**config.mk**
```make
export PLATFORM = sky130hd
export DESIGN_NAME = opcode_timing_decoder
export DESIGN_NICKNAME = d
export VERILOG_FILES = /design/src/rtl/opcode_timing_decoder_pkg.sv /design/src/rtl/opcode_timing_decoder_onehot_decoder.sv /design/src/rtl/opcode_timing_decoder.sv
export SDC_FILE = /design/constraint.sdc
export NUM_CORES = 1
export LEC_CHECK = 0
export CORE_MARGIN = 1
export CORE_UTILIZATION = 40
export DETAILED_ROUTE_END_ITERATION = 10
export GPL_ROUTABILITY_DRIVEN = 0
export HOLD_SLACK_MARGIN = 0.03
export PLACE_DENSITY = 0.86
export RECOVER_POWER = 50
export SETUP_SLACK_MARGIN = 0.2
export SYNTH_ARGS = -nofsm -noshare
export SYNTH_HDL_FRONTEND = slang
export SYNTH_HIERARCHICAL = 1
export SYNTH_SLANG_ARGS = --single-unit
export TNS_END_PERCENT = 30
```
**constraint.sdc**
```tcl
create_clock -name clk -period 1.3 [get_ports clk]
set_input_delay 0.13 -clock clk [delete_from_list [all_inputs] [get_ports clk]]
set_output_delay 0.13 -clock clk [all_outputs]
set_load 0.03 [all_outputs]
```
**src/rtl/opcode_timing_decoder_pkg.sv**
```systemverilog
// Shared types and constants for the opcode/timing decoder.
// Holds the RUN/HALTED state type, the default bus widths and a one-hot
// helper used when checking decoded buses.
package opcode_timing_pkg;

    typedef enum logic {
        RUN    = 1'b0,
        HALTED = 1'b1
    } state_t;

    localparam int DEF_OP_W  = 3;
    localparam int DEF_SEQ_W = 4;
    localparam int INSN_W    = 2**DEF_OP_W;
    localparam int T_W       = 2**DEF_SEQ_W;

    // True when exactly one bit of v is set.
    function automatic logic is_onehot(input logic [31:0] v);
        return (v != 32'd0) && ((v & (v - 32'd1)) == 32'd0);
    endfunction

endpackage

```
**src/rtl/opcode_timing_decoder_onehot_decoder.sv**
```systemverilog
// Binary-to-one-hot decoder: bit k of onehot is set iff idx == k.
// idx is treated as unsigned.
module onehot_decoder #(
    parameter int IN_W = 3
) (
    input  logic [IN_W-1:0]     idx,
    output logic [2**IN_W-1:0]  onehot
);

    // Decode idx onto a single set bit.
    always_comb begin
        // NOTE: default every bit first so no path leaves onehot unassigned (no latch).
        onehot      = '0;
        onehot[idx] = 1'b1;
    end

endmodule

```
**src/rtl/opcode_timing_decoder.sv**
```systemverilog
// Opcode register + sequence counter with one-hot instruction/timing decode
// and a RUN/HALTED state machine.
// Optional: define OPCODE_TIMING_DECODER_OUTREG_EN to register every output
// through one extra stage (all outputs stay aligned, reset values unchanged).
module opcode_timing_decoder
    import opcode_timing_pkg::*;
#(
    parameter int OP_W  = DEF_OP_W,
    parameter int SEQ_W = DEF_SEQ_W
) (
    input  logic                 clk,
    input  logic                 rst_n,
    input  logic                 ir_load,
    input  logic [OP_W-1:0]      opcode_in,
    input  logic                 sc_clr,
    input  logic                 halt,
    input  logic                 resume,
    output logic [2**OP_W-1:0]   instruction,
    output logic [2**SEQ_W-1:0]  timing,
    output logic [SEQ_W-1:0]     sc_value,
    output logic                 sc_wrap,
    output logic                 halted
);

    state_t             state;
    logic [OP_W-1:0]    opcode_reg;
    logic [SEQ_W-1:0]   sc;
    logic               wrap_r;

    logic [2**OP_W-1:0]  insn_d;
    logic [2**SEQ_W-1:0] sc_onehot;
    logic [2**SEQ_W-1:0] timing_d;
    logic                halted_d;

    // Opcode register, sequence counter, wrap flag and RUN/HALTED control.
    // NOTE: asynchronous reset clears every state bit without waiting for clk.
    always_ff @(posedge clk or negedge rst_n) begin
        if (!rst_n) begin
            state      <= RUN;
            opcode_reg <= '0;
            sc         <= '0;
            wrap_r     <= 1'b0;
        end else begin
            // NOTE: non-blocking assignments so every register sees pre-edge values.
            if (ir_load)
                opcode_reg <= opcode_in;
            wrap_r <= 1'b0;
            case (state)
                RUN: begin
                    if (halt) begin
                        state <= HALTED;
                        if (sc_clr)
                            sc <= '0;
                    end else if (sc_clr) begin
                        sc <= '0;
                    end else begin
                        sc <= sc + 1'b1;
                        if (sc == '1)
                            wrap_r <= 1'b1;
                    end
                end
                HALTED: begin
                    // sc_clr and halt are ignored; resume restarts at T0.
                    if (resume) begin
                        state <= RUN;
                        sc    <= '0;
                    end
                end
                default: state <= RUN;
            endcase
        end
    end

    onehot_decoder #(.IN_W(OP_W)) u_insn_dec (
        .idx    (opcode_reg),
        .onehot (insn_d)
    );

    onehot_decoder #(.IN_W(SEQ_W)) u_time_dec (
        .idx    (sc),
        .onehot (sc_onehot)
    );

    // Timing lines are blanked while halted.
    always_comb begin
        halted_d = (state == HALTED);
        timing_d = halted_d ? '0 : sc_onehot;
    end

`ifdef OPCODE_TIMING_DECODER_OUTREG_EN
    // Output stage: one extra cycle of latency on every output.
    always_ff @(posedge clk or negedge rst_n) begin
        if (!rst_n) begin
            instruction <= {{(2**OP_W-1){1'b0}}, 1'b1};
            timing      <= {{(2**SEQ_W-1){1'b0}}, 1'b1};
            sc_value    <= '0;
            sc_wrap     <= 1'b0;
            halted      <= 1'b0;
        end else begin
            instruction <= insn_d;
            timing      <= timing_d;
            sc_value    <= sc;
            sc_wrap     <= wrap_r;
            halted      <= halted_d;
        end
    end
`else
    assign instruction = insn_d;
    assign timing      = timing_d;
    assign sc_value    = sc;
    assign sc_wrap     = wrap_r;
    assign halted      = halted_d;
`endif

endmodule

```
==> impl_metrics.ini, run 1 <==
[run_status]
status = finished, violations left
failed_checks = negative setup slack

[critical_path]
worstReg2RegStart = sc_value[0]
criticalPathCategory = register to output port
required_ns = 1.17
rrSetupSlack_ns = -0.15
cp_data_arrival_time_ns = 1.46
start_kind = register
critPathMaxFanout = 5
rr_worst_depth = 6
rr_endpoint = sc_value[2]
end_kind = output port

[synthesis]
syn_area_per_cell_um2 = 10.1
ys_ff_latch = 9
synth-warning-count = 6
async_flop_share_pct = 100
ys_seq_area_share_pct = 28.3
synth_fp_nets = 89
synth_cell_types = 27
syn-instance-count = 79
synth_ff_type = dfrtp_1
syn-cell-area_um2 = 795
synth_edf_count = 0

[placed_design]
dp_cells = 142
post-place-ws_ns = -0.0334
dp_hpwl_um = 1390
port_buffers = 38

[cts]
clock_sinks = 9
htreeDepth = 1
cts-root-buf = clkbuf_4
cts_tree = built
clk_pin_slew_ns = 0.07
cts_buffers = 3
cts_buffer_depth = 2
clkLatencyLatePin_ns = 0.27

[floorplan]
rows = 15
die_y_um = 46.6
dieArea_um2 = 2170
io_pins = 39
start_util_pct = 44.1
die_w_um = 46.6
core_area_um2 = 1800

[grt]
grt_max_degree = 15
grt_pass1_wl_um = 3970
grt.overflow.total = 0
antenna_found_initial = 0
grt_pass1_vias = 784
groute.usage.overall_pct = 27.1

[final_layout]
antenna_cells = 0
syn_to_final_growth_pct = 90.2
largest_reg_flops = 4
drive_gt1_share_pct = 68.9
finalNonFillerCells = 160
nNetsFinal = 146

[timing]
maxSlewHeadroom_pct = 71.3
fin_ws_ns = -0.288
fin_crit_sh_pct = 122
slew_violations = 0
worst_pin_slew_ns = 0.429
finalCriticalPeriod_ns = 1.59
clock-skew-final_ns = 0.00438
fmax_mhz = 630
hold_viol_final = 0
rsz0062_at_grt = yes
setup_tns_ns = -4.22
final-setup-viol-count = 23

[power]
seq_power_share_pct = 32.4
switching_share_pct = 39.6
ir_worst_vdd_mv = 0.657
clockPowerShare_pct = 22.7
power-per-cell-area_nw_per_um2 = 692
p_leak_uw = 0.000655
p_int_uw = 632
power.total_uw = 1050
p_sw_uw = 415
combPwrFrac_pct = 44.9

[routing]
wl_per_cell_um = 17.3
drtIter0Drc = 12
viasPerCell = 5.40
ant_nets = 0
drt_pass1_iterations = 4
drt-total-wl_um = 2770
drc = 0
num_vias = 864

[flow_run]
cap_violations = 0

[min_path]
worstHoldPathType = primary input to async pin
[kinds of logic (layout without fill, tap and decap cells)]
family / after synthesis / in the layout / synth area share, %
DFF: 9 / 9 / 28.3
adders and majority gates: 1 / 1 / 1.57
xor gates and xnor gates: 3 / 3 / 3.31
and+or+nand+nor: 51 / 51 / 52.9
buffers and inverters: 6 / 62 / 4.88
muxes: 4 / 4 / 5.51
AOI/OAI and AO/OA: 5 / 5 / 3.46
[cell type report]
cell class / instances / area [um2]
multi-input combinational: 64 / 687
timing repair buffer: 58 / 534
tap: 25 / 31.3
clock buffer: 4 / 26.3
sequential: 9 / 233
fill: 101 / 290
[cells in the mapped netlist (3+ instances only)]
cell type   n  area share, %
mux2_2      3            4.3
buf_4       4            3.8
nor4b_2     4            7.6
nand2_1     4            1.9
and4b_1     4            5.0
dfrtp_1     9             28
nor2b_1    18             14
and3b_2     3            3.8
nor3b_1     3            2.8
and4bb_1    4            6.3
[layout by cell type (no fill, tap or decap), types with 3 or more instances in the layout]
| master | Yosys | routed |
|---|---|---|
| and3b_2 | 3 | 3 |
| and4b_1 | 4 | 4 |
| and4bb_1 | 4 | 4 |
| buf_4 | 4 | 25 |
| buf_6 | 0 | 21 |
| clkbuf_4 | 0 | 3 |
| clkdlybuf4s50_1 | 0 | 7 |
| dfrtp_1 | 9 | 3 |
| dfrtp_2 | 0 | 6 |
| mux2_2 | 3 | 3 |
| nand2_1 | 4 | 4 |
| nor2b_4 | 0 | 15 |
| nor3b_2 | 0 | 3 |
| nor4b_2 | 4 | 3 |
[power by group through the flow]
| stage | registers [uW] | logic, uW | clock network (uW) |
|---|---|---|---|
| 3_5_place_dp | 357 | 357 | 0 |
| 2_1_floorplan | 358 | 236 | 0 |
| 5_1_grt | 343 | 494 | 245 |
| 3_3_place_gp | 355 | 353 | 0 |
| 4_1_cts | 334 | 439 | 222 |
| 6_report | 339 | 470 | 237 |
[worst max path at each step]
stage                        endpoint  depth (start not counted)         from  slack (ns)
after CTS                   timing[0]                          4  sc_value[1]       -0.23
after floorplan             timing[2]                          3  sc_value[2]       -0.02
final                       timing[1]                          4  sc_value[1]       -0.29
after global routing        timing[1]                          4  sc_value[1]       -0.31
after global placement    sc_value[2]                          4  sc_value[0]        0.04
after detailed placement  sc_value[2]                          4  sc_value[0]       -0.03
[stage by stage]
| stage | utilization [%] | cell area [um2] | hold WS [ns] |
|---|---|---|---|
| floorplan | - | 931 | -0.166 |
| global placement | 69.9 | 1260 | 0.434 |
| detailed placement | 69.9 | 1260 | 0.454 |
| CTS | 82.0 | 1480 | 0.172 |
| global route | 83.9 | 1510 | 0.256 |
| finish | 83.9 | 1510 | 0.227 |
[critical path, stage by stage, from the launching register on]
cell and delay, ns:
dfrtp_2 0.44, buf_4 0.14, nor4b_2 0.29, nor2b_4 0.19
buf_6 0.13
[what timing repair did]
| item | 4_1_cts | 5_1_grt |
|---|---|---|
| pin swaps | 6 | 7 |
| hold buffers | 0 | 0 |
| endpoints found under the setup margin | 33 | 34 |
| resized for setup | 33 | 5 |
| hold endpoints to repair | 0 | 0 |
| buffers inserted | 12 | 2 |
[layer usage]
metal / track usage [%] / wire [um] / vias to the layer above
li1: - / - / 405
met1: 33.3 / 1150 / 424
met2: 47.2 / 1480 / 27
met3: 3.92 / 65 / 8
met4: 10.0 / 74 / 0
met5: 0 / 0 / -
(Power assumes the default switching activity.)
==> run 2: changes to the inputs <==
- CAP_MARGIN: not set -> 15
- CORE_UTILIZATION: 40 -> 36
- GPL_ROUTABILITY_DRIVEN: 0 -> not set
- PLACE_DENSITY: 0.86 -> 0.84
- SYNTH_HIERARCHICAL: 1 -> not set
==> run 2 against run 1 <==
Compared with the run above: the run ends with design-rule violations, negative setup slack left; clock power shrank 8.4%; critical path depth grew 2; core utilization grew 7.9 points; worst setup slack gained 0.037 ns; largest power group unchanged.
==> impl_metrics.ini, run 2 <==
[run_status]
status = finished, violations left
failed_checks = design-rule violations, negative setup slack

[placed_design]
dp_hpwl_um = 1390
post-place-ws_ns = -0.0100
placed_area_um2 = 1170
gp_congestion = 0.729
dp_cells = 127
port_buffers = 38

[power]
seq_power_share_pct = 35.4
p_int_uw = 646
power-per-cell-area_nw_per_um2 = 708
clockPowerShare_pct = 21.1
switching_share_pct = 37.0
p_leak_uw = 0.000582
combPwrFrac_pct = 43.5
p_sw_uw = 379
power.total_uw = 1030
ir_worst_vdd_mv = 1.03

[synthesis]
synth_edf_count = 0
synth_common_cells = nor2_1, dfrtp_1, nand2_1, nand2b_1, nor3_1
synth_fp_nets = 88
syn_area_per_cell_um2 = 8.44
ys_seq_area_share_pct = 35.6
synth-warning-count = 0
yosys.cell_count.top_type = nor2_1
synth_area_leaders = dfrtp_1, nor2_1, ha_1
async_flop_share_pct = 100
synth_cell_types = 23
synth_top_cell_by_area = dfrtp_1
yosys.area.top_type_share_pct = 35.6
syn-cell-area_um2 = 633
ys_ff_latch = 9
synth_ff_type = dfrtp_1
syn-instance-count = 75

[critical_path]
rr_worst_depth = 5
start_kind = register
cp_data_arrival_time_ns = 1.42
end_kind = output port
rrSetupSlack_ns = -0.10
critPathMaxFanout = 5
crit_end = timing[13]
worstReg2RegStart = sc_value[0]
rr_endpoint = sc_value[2]
required_ns = 1.17
criticalPathCategory = register to output port
cp-startpoint = sc_value[0]

[final_layout]
drive_gt1_share_pct = 74.8
utilization_pct = 91.8
post-route-cell-area_um2 = 1450
finalNonFillerCells = 143
syn_to_final_growth_pct = 129
nFillCells = 59
antenna_cells = 0
final_common_cell = buf_4
largest_reg_flops = 4
nNetsFinal = 141
mostFrequentLayoutCells = buf_4, buf_6, nor2_4

[routing]
viasPerCell = 5.61
num_vias = 802
ant_nets = 0
drtIter0Drc = 18
drc = 3
drt-total-wl_um = 2760
drt_pass1_iterations = 7
wl_per_cell_um = 19.3

[timing]
hold_viol_final = 0
fin_ws_ns = -0.251
rsz0062_at_grt = yes
fmax_mhz = 645
fin_crit_sh_pct = 119
worst_pin_slew_ns = 0.420
slew_violations = 0
final-setup-viol-count = 18
maxSlewHeadroom_pct = 71.9
clock-skew-final_ns = 0.00645
finalCriticalPeriod_ns = 1.55

[floorplan]
start_util_pct = 40.2
rows = 14
die_w_um = 43.9
dieArea_um2 = 1930
io_pins = 39
core_area_um2 = 1580
die_y_um = 43.9

[cts]
clk_pin_slew_ns = 0.06
cts_buffer_depth = 2
clkLatencyLatePin_ns = 0.26
cts_tree = built
hold_buffers = 0
cts_buffers = 3
htreeDepth = 1
clock_sinks = 9
cts-root-buf = clkbuf_4

[grt]
antenna_found_initial = 0
grt_pass1_vias = 694
grt_max_degree = 13
grt_pass1_wl_um = 3460
grt.overflow.total = 0
groute.usage.overall_pct = 25.0

[flow_run]
cap_violations = 0

[min_path]
worstHoldPathType = primary input to async pin
==> run 2: cell type report <==
type	instances	area, um2	share of cell area [%]
clock buffer	4	26.3	1.82
inverter	2	12.5	0.864
multi-input combinational	58	621	42.9
sequential	9	235	16.2
tap	16	20.0	1.38
timing repair buffer	54	533	36.8
==> run 2: power by group through the flow <==
| stage | combinational (uW) | sequential [uW] | clock (uW) |
|---|---|---|---|
| 3_5_place_dp | 339 | 359 | 0 |
| 4_1_cts | 397 | 359 | 211 |
| 2_1_floorplan | 242 | 345 | 0 |
| 5_1_grt | 465 | 367 | 232 |
| 3_3_place_gp | 332 | 357 | 0 |
| 6_report | 446 | 363 | 217 |
==> run 2: through the flow <==
step | setup TNS, ns | hold slack [ns]
2_1_floorplan | -0.0947 | -0.166
3_5_place_dp | -0.0144 | 0.449
5_1_grt | -4.05 | 0.265
6_report | -3.61 | 0.234
3_3_place_gp | 0 | 0.438
4_1_cts | -2.40 | 0.172
==> run 2: worst max-delay path: stages (launching register included) <==
cell and delay (ns):
dfrtp_2 0.48, buf_6 0.15, ha_4 0.15, nand2b_4 0.09, buf_12 0.12, nor2_4 0.03, buf_6 0.14
==> run 2: metal layers <==
layer  wire, um  share of wire (%)  global-route usage [%]
met1        956                 35                    33.2
met2       1520                 55                    41.8
met3        201                7.3                    4.58
met4         77                2.8                    7.27
met5          0                  0                       0
==> run 2: timing repair <==
item                       4_1_cts  5_1_grt
resized for setup               45        2
hold endpoints to repair         0        0
pin swaps                       20       12
buffers inserted                 6        6
setup endpoints to repair       33       33
==> run 2: worst min path at each step <==
| stage | from | end |
|---|---|---|
| global placement | rst_n | opcode_reg[0] |
| CTS | rst_n | sc_value[0] |
| floorplan | rst_n | halted |
| finish | rst_n | sc_value[0] |
| detailed placement | rst_n | opcode_reg[0] |
| global route | rst_n | sc_value[0] |
==> run 2: cells by family (layout without fill, tap and decap cells) <==
group	count (synthesis)	in the layout	synth area share [%]
adders and majority gates	4	4	7.91
xor gates and xnor gates	3	3	4.15
muxes	4	4	6.92
and+or+nand+nor	42	42	33.6
buffers and inverters	8	60	7.11
DFF	9	9	35.6
AOI/OAI and AO/OA	5	5	4.74
==> run 3: changes to the inputs <==
- CORE_AREA: not set -> 2 2 39 41
- CORE_MARGIN: 1 -> not set
- CORE_UTILIZATION: 36 -> not set
- DIE_AREA: not set -> 0 0 41 43
- DONT_BUFFER_PORTS: not set -> 1
- PLACE_DENSITY: 0.84 -> 0.68
- SKIP_LAST_GASP: not set -> 1
==> run 3 against run 2 <==
Compared with the run above: the flow finishes with violations (negative setup slack); first-iteration DRC count shrank 78%; total power shrank 3.5%; largest power group unchanged; clock-buffer cell count shrank 1; sequential share of layout area grew 3.0 points; cell count shrank 15%; clock power grew 9%; critical endpoint is now timing[1].
==> impl_metrics.ini, run 3 (synthesis results as in run 2) <==
[critical_path]
start_kind = register
cp_data_arrival_time_ns = 1.41
rr_worst_depth = 5
required_ns = 1.17
end_kind = output port
criticalPathCategory = register to output port
critPathMaxFanout = 4

[grt]
grt_max_degree = 13
grt_use_met2_pct = 51.9
antenna_found_initial = 0
grt_pass1_wl_um = 3480
groute.usage.overall_pct = 31.1
grt.overflow.total = 0
grt_busiest_layer = met2
grt_use_met3_pct = 5.76
grt_pass1_vias = 695
grtUsageMet1_pct = 35.7

[run_status]
status = finished, violations left
failed_checks = negative setup slack

[cts]
clk_pin_slew_ns = 0.07
clock_sinks = 9
htreeDepth = 1
cts-root-buf = clkbuf_4
cts_buffers = 3
cts_buffer_depth = 2
clkLatencyLatePin_ns = 0.27
cts_tree = built

[routing]
drtIter0Drc = 4
drt_pass1_iterations = 4
num_vias = 675
drt-total-wl_um = 2370
ant_nets = 0
drc = 0
wl_per_cell_um = 19.4
viasPerCell = 5.53

[floorplan]
die_w_um = 41
core_area_um2 = 1380
start_util_pct = 45.8
die_y_um = 43
rows = 14
io_pins = 39
dieArea_um2 = 1760

[placed_design]
dp_hpwl_um = 1250
gp_congestion = 0.720
placed_area_um2 = 1010
port_buffers = 0

[final_layout]
antenna_cells = 0
syn_to_final_growth_pct = 92.5
post-route-cell-area_um2 = 1220
largest_reg_flops = 4
drive_gt1_share_pct = 67.0
nNetsFinal = 120
mostFrequentLayoutCells = buf_4, nor2_4, dlygate4sd3_1
final_common_cell = buf_4

[timing]
clock-skew-final_ns = 0.000268
setup_tns_ns = -2.83
hold_viol_final = 0
finalCriticalPeriod_ns = 1.54
worst_pin_slew_ns = 0.422
maxSlewHeadroom_pct = 71.8
fin_ws_ns = -0.237
fin_crit_sh_pct = 118
slew_violations = 0
rsz0062_at_grt = yes
fmax_mhz = 651
final-setup-viol-count = 21

[power]
ir_worst_vdd_mv = 0.969
p_leak_uw = 0.000466
power-per-cell-area_nw_per_um2 = 812

[min_path]
worstHoldPathType = primary input to register
min_path_cells = 2

[flow_run]
cap_violations = 0
run 3: changes by cell type in the layout (fill, tap and decap cells not counted), moves of 3 or more:
cell,delta
buf_4,-3
dfrtp_2,-4
clkdlybuf4s50_1,-7
dlygate4sd3_1,+7
buf_6,-20
dfrtp_1,+3
run 3: final timing paths:
check                               to  slack (ns)         from
max                          timing[1]       -0.24  sc_value[0]
min                        sc_value[2]        0.07       sc_clr
max reg2reg                sc_value[3]        0.01  sc_value[1]
min reg2reg                     halted        0.60       halted
max in group asynchronous  sc_value[2]        0.75        rst_n
min in group asynchronous  sc_value[2]        0.22        rst_n
run 3: per-stage QoR:
step	total power (uW)	utilization, %	cells	worst slack [ns]	hold WS (ns)
3_5_place_dp	678	73.0	102	0.0265	-0.165
4_1_cts	955	86.5	120	-0.198	0.0776
2_1_floorplan	587	-	75	-0.0297	-0.166
3_3_place_gp	671	73.0	102	0.0466	-0.165
6_report	990	88.1	122	-0.237	0.0725
5_1_grt	1040	88.1	122	-0.268	0.0744
run 3: worst max-delay path, cell delays in order (launching register included):
cell and delay (ns):
dfrtp_2 0.43, buf_6 0.12, ha_4 0.13, nand2b_4 0.07, nor3_4 0.23, buf_12 0.15
run 3: area by class of cell:
| type | instances | area [um2] |
|---|---|---|
| clock buffers | 3 | 22.5 |
| clock inverters | 1 | 5.00 |
| fillers | 64 | 165 |
| inverters | 2 | 12.5 |
| multi-input cells | 58 | 606 |
| flip-flops and latches | 9 | 234 |
| well taps | 16 | 20.0 |
| repair buffers | 33 | 319 |
run 3: timing repair:
action / in CTS / in global routing
gates resized for setup: 6 / 2
buffers inserted: 6 / 2
hold buffers: 8 / 0
endpoints found under the setup margin: 30 / 33
pin swaps: 7 / 5
endpoints found under the hold margin: 18 / 0
run 3: metal layers:
metal  wire length (um)  vias up
met5                  0        -
met4                 55        0
met3                113        6
met2               1320       31
met1                881      325
li1                   -      313
run 3: power by group:
part / internal (uW) / leakage, uW / switching, uW
sequential: 301 / 0.000108 / 49.7
clock: 114 / 0.0000177 / 122
combinational: 193 / 0.000340 / 210
==> edit: new RTL, config.mk and constraints of run 2 <==
The option `OPCODE_TIMING_DECODER_OUTREG_EN` is turned on by a define.
--- a/src/rtl/opcode_timing_decoder.sv
+++ b/src/rtl/opcode_timing_decoder.sv
@@ -2,6 +2,8 @@
 // and a RUN/HALTED state machine.
 // Optional: define OPCODE_TIMING_DECODER_OUTREG_EN to register every output
 // through one extra stage (all outputs stay aligned, reset values unchanged).
+`define OPCODE_TIMING_DECODER_OUTREG_EN
+
 module opcode_timing_decoder
     import opcode_timing_pkg::*;
 #(
Behaviour: not the same (Yosys sat finds a counterexample within 4 cycles, from zero or initial values and one cycle with rst_n low).
==> edit against run 2 <==
Synthesized area is 120% higher. Critical endpoint is now wrap_r. Sequential cell count is 30 higher. Final area grew 34%. Worst setup slack better by 0.40 ns. First-iteration DRC count is 39% higher. Clock power grew to 3.8 times the old value. Critical path depth fell by 4. Sequential share of layout area rose by 34 points. Wire length is 4.9% lower. Count of clock-buffer cells in the layout is 1 higher. Utilization is 39 points lower. Power increased by 140%. Non-clock buffer count down 6. Largest power group is now sequential cells.
==> edit: results (changes against run 2) <==
| Metric | Value |
|---|---|
| Layout cell share with drive strength beyond 1 | `32.26% (-43 points)` |
| Reg-to-reg endpoint | `wrap_r` |
| Layout Cells excl Fill | `203 (+42%)` |
| Vias in the first global route | `935 (+35%)` |
| Nets | `167 (+18%)` |
| Maximum VDD drop | `0.4879 mV (-53%)` |
| CTS Hold Buffers Added | `1 (+1)` |
| Met3 WL | `189 um (-6.0%)` |
| Largest net degree at the start of global routing | `22 (+9)` |
| Drt initial violations | `25 (+7)` |
| Relative slew slack | `68.97% (-3.0 points)` |
| Routed vias | `907 (+13%)` |
| Die X | `64.06 um (+46%)` |
| Status | `complete, no violations` |
| Met1 wire length | `975 um (+2.0%)` |
| Crit path arrival time | `1.33 ns (-0.09 ns)` |
| All-Layer GR Usage | `14.71% (-10 points)` |
| Top delay family on crit path | `simple AND/OR/NAND/NOR gates` |
| Wire per inst | `12.91 um (-33%)` |
| Htree depth | `2 (+1)` |
| Final HPWL DP | `1.902 mm (+37%)` |
| Post-synthesis mux area share | `3.159% (-3.8 points)` |
| Distinct cell type count after synthesis | `24 (+4.3%)` |
| R2R Setup Slk | `0.15 ns (+0.25 ns)` |
| Syn avg cell area | `13.20 um^2 (+56%)` |
| Most common cell in the synthesized netlist | `dfrtp_1` |
[edit: cells by family (layout without fill, tap and decap cells)]
| family | Yosys count | after routing |
|---|---|---|
| flip-flops | 39 | 39 |
| buffers and inverters | 8 | 58 |
| multiplexers | 4 | 4 |
| AND/OR/NAND/NOR | 42 | 42 |
| adder cells (fa/ha/maj) | 4 | 4 |
| AO/OA/AOI/OAI | 5 | 5 |
| XOR/XNOR | 3 | 3 |
[edit: how the worst max path moves through the flow]
stage / start / end / slack, ns / depth (start not counted)
floorplan: sc[0] / sc[1] / 0.21 / 4
global placement: halt / sc[3] / 0.08 / 4
detailed placement: halt / sc[3] / 0.04 / 4
CTS: timing[14] / timing[14] / 0.14 / 1
global route: halted_d / wrap_r / 0.09 / 2
finish: halted_d / wrap_r / 0.15 / 2
[edit: layout make-up]
type,count,area share (%)
clock buffer,5,3.544
clock inverter,3,1.224
inverter,2,0.3866
multi-input combinational,58,20.23
sequential,39,50.52
tap,48,3.093
timing repair buffer,48,21.01
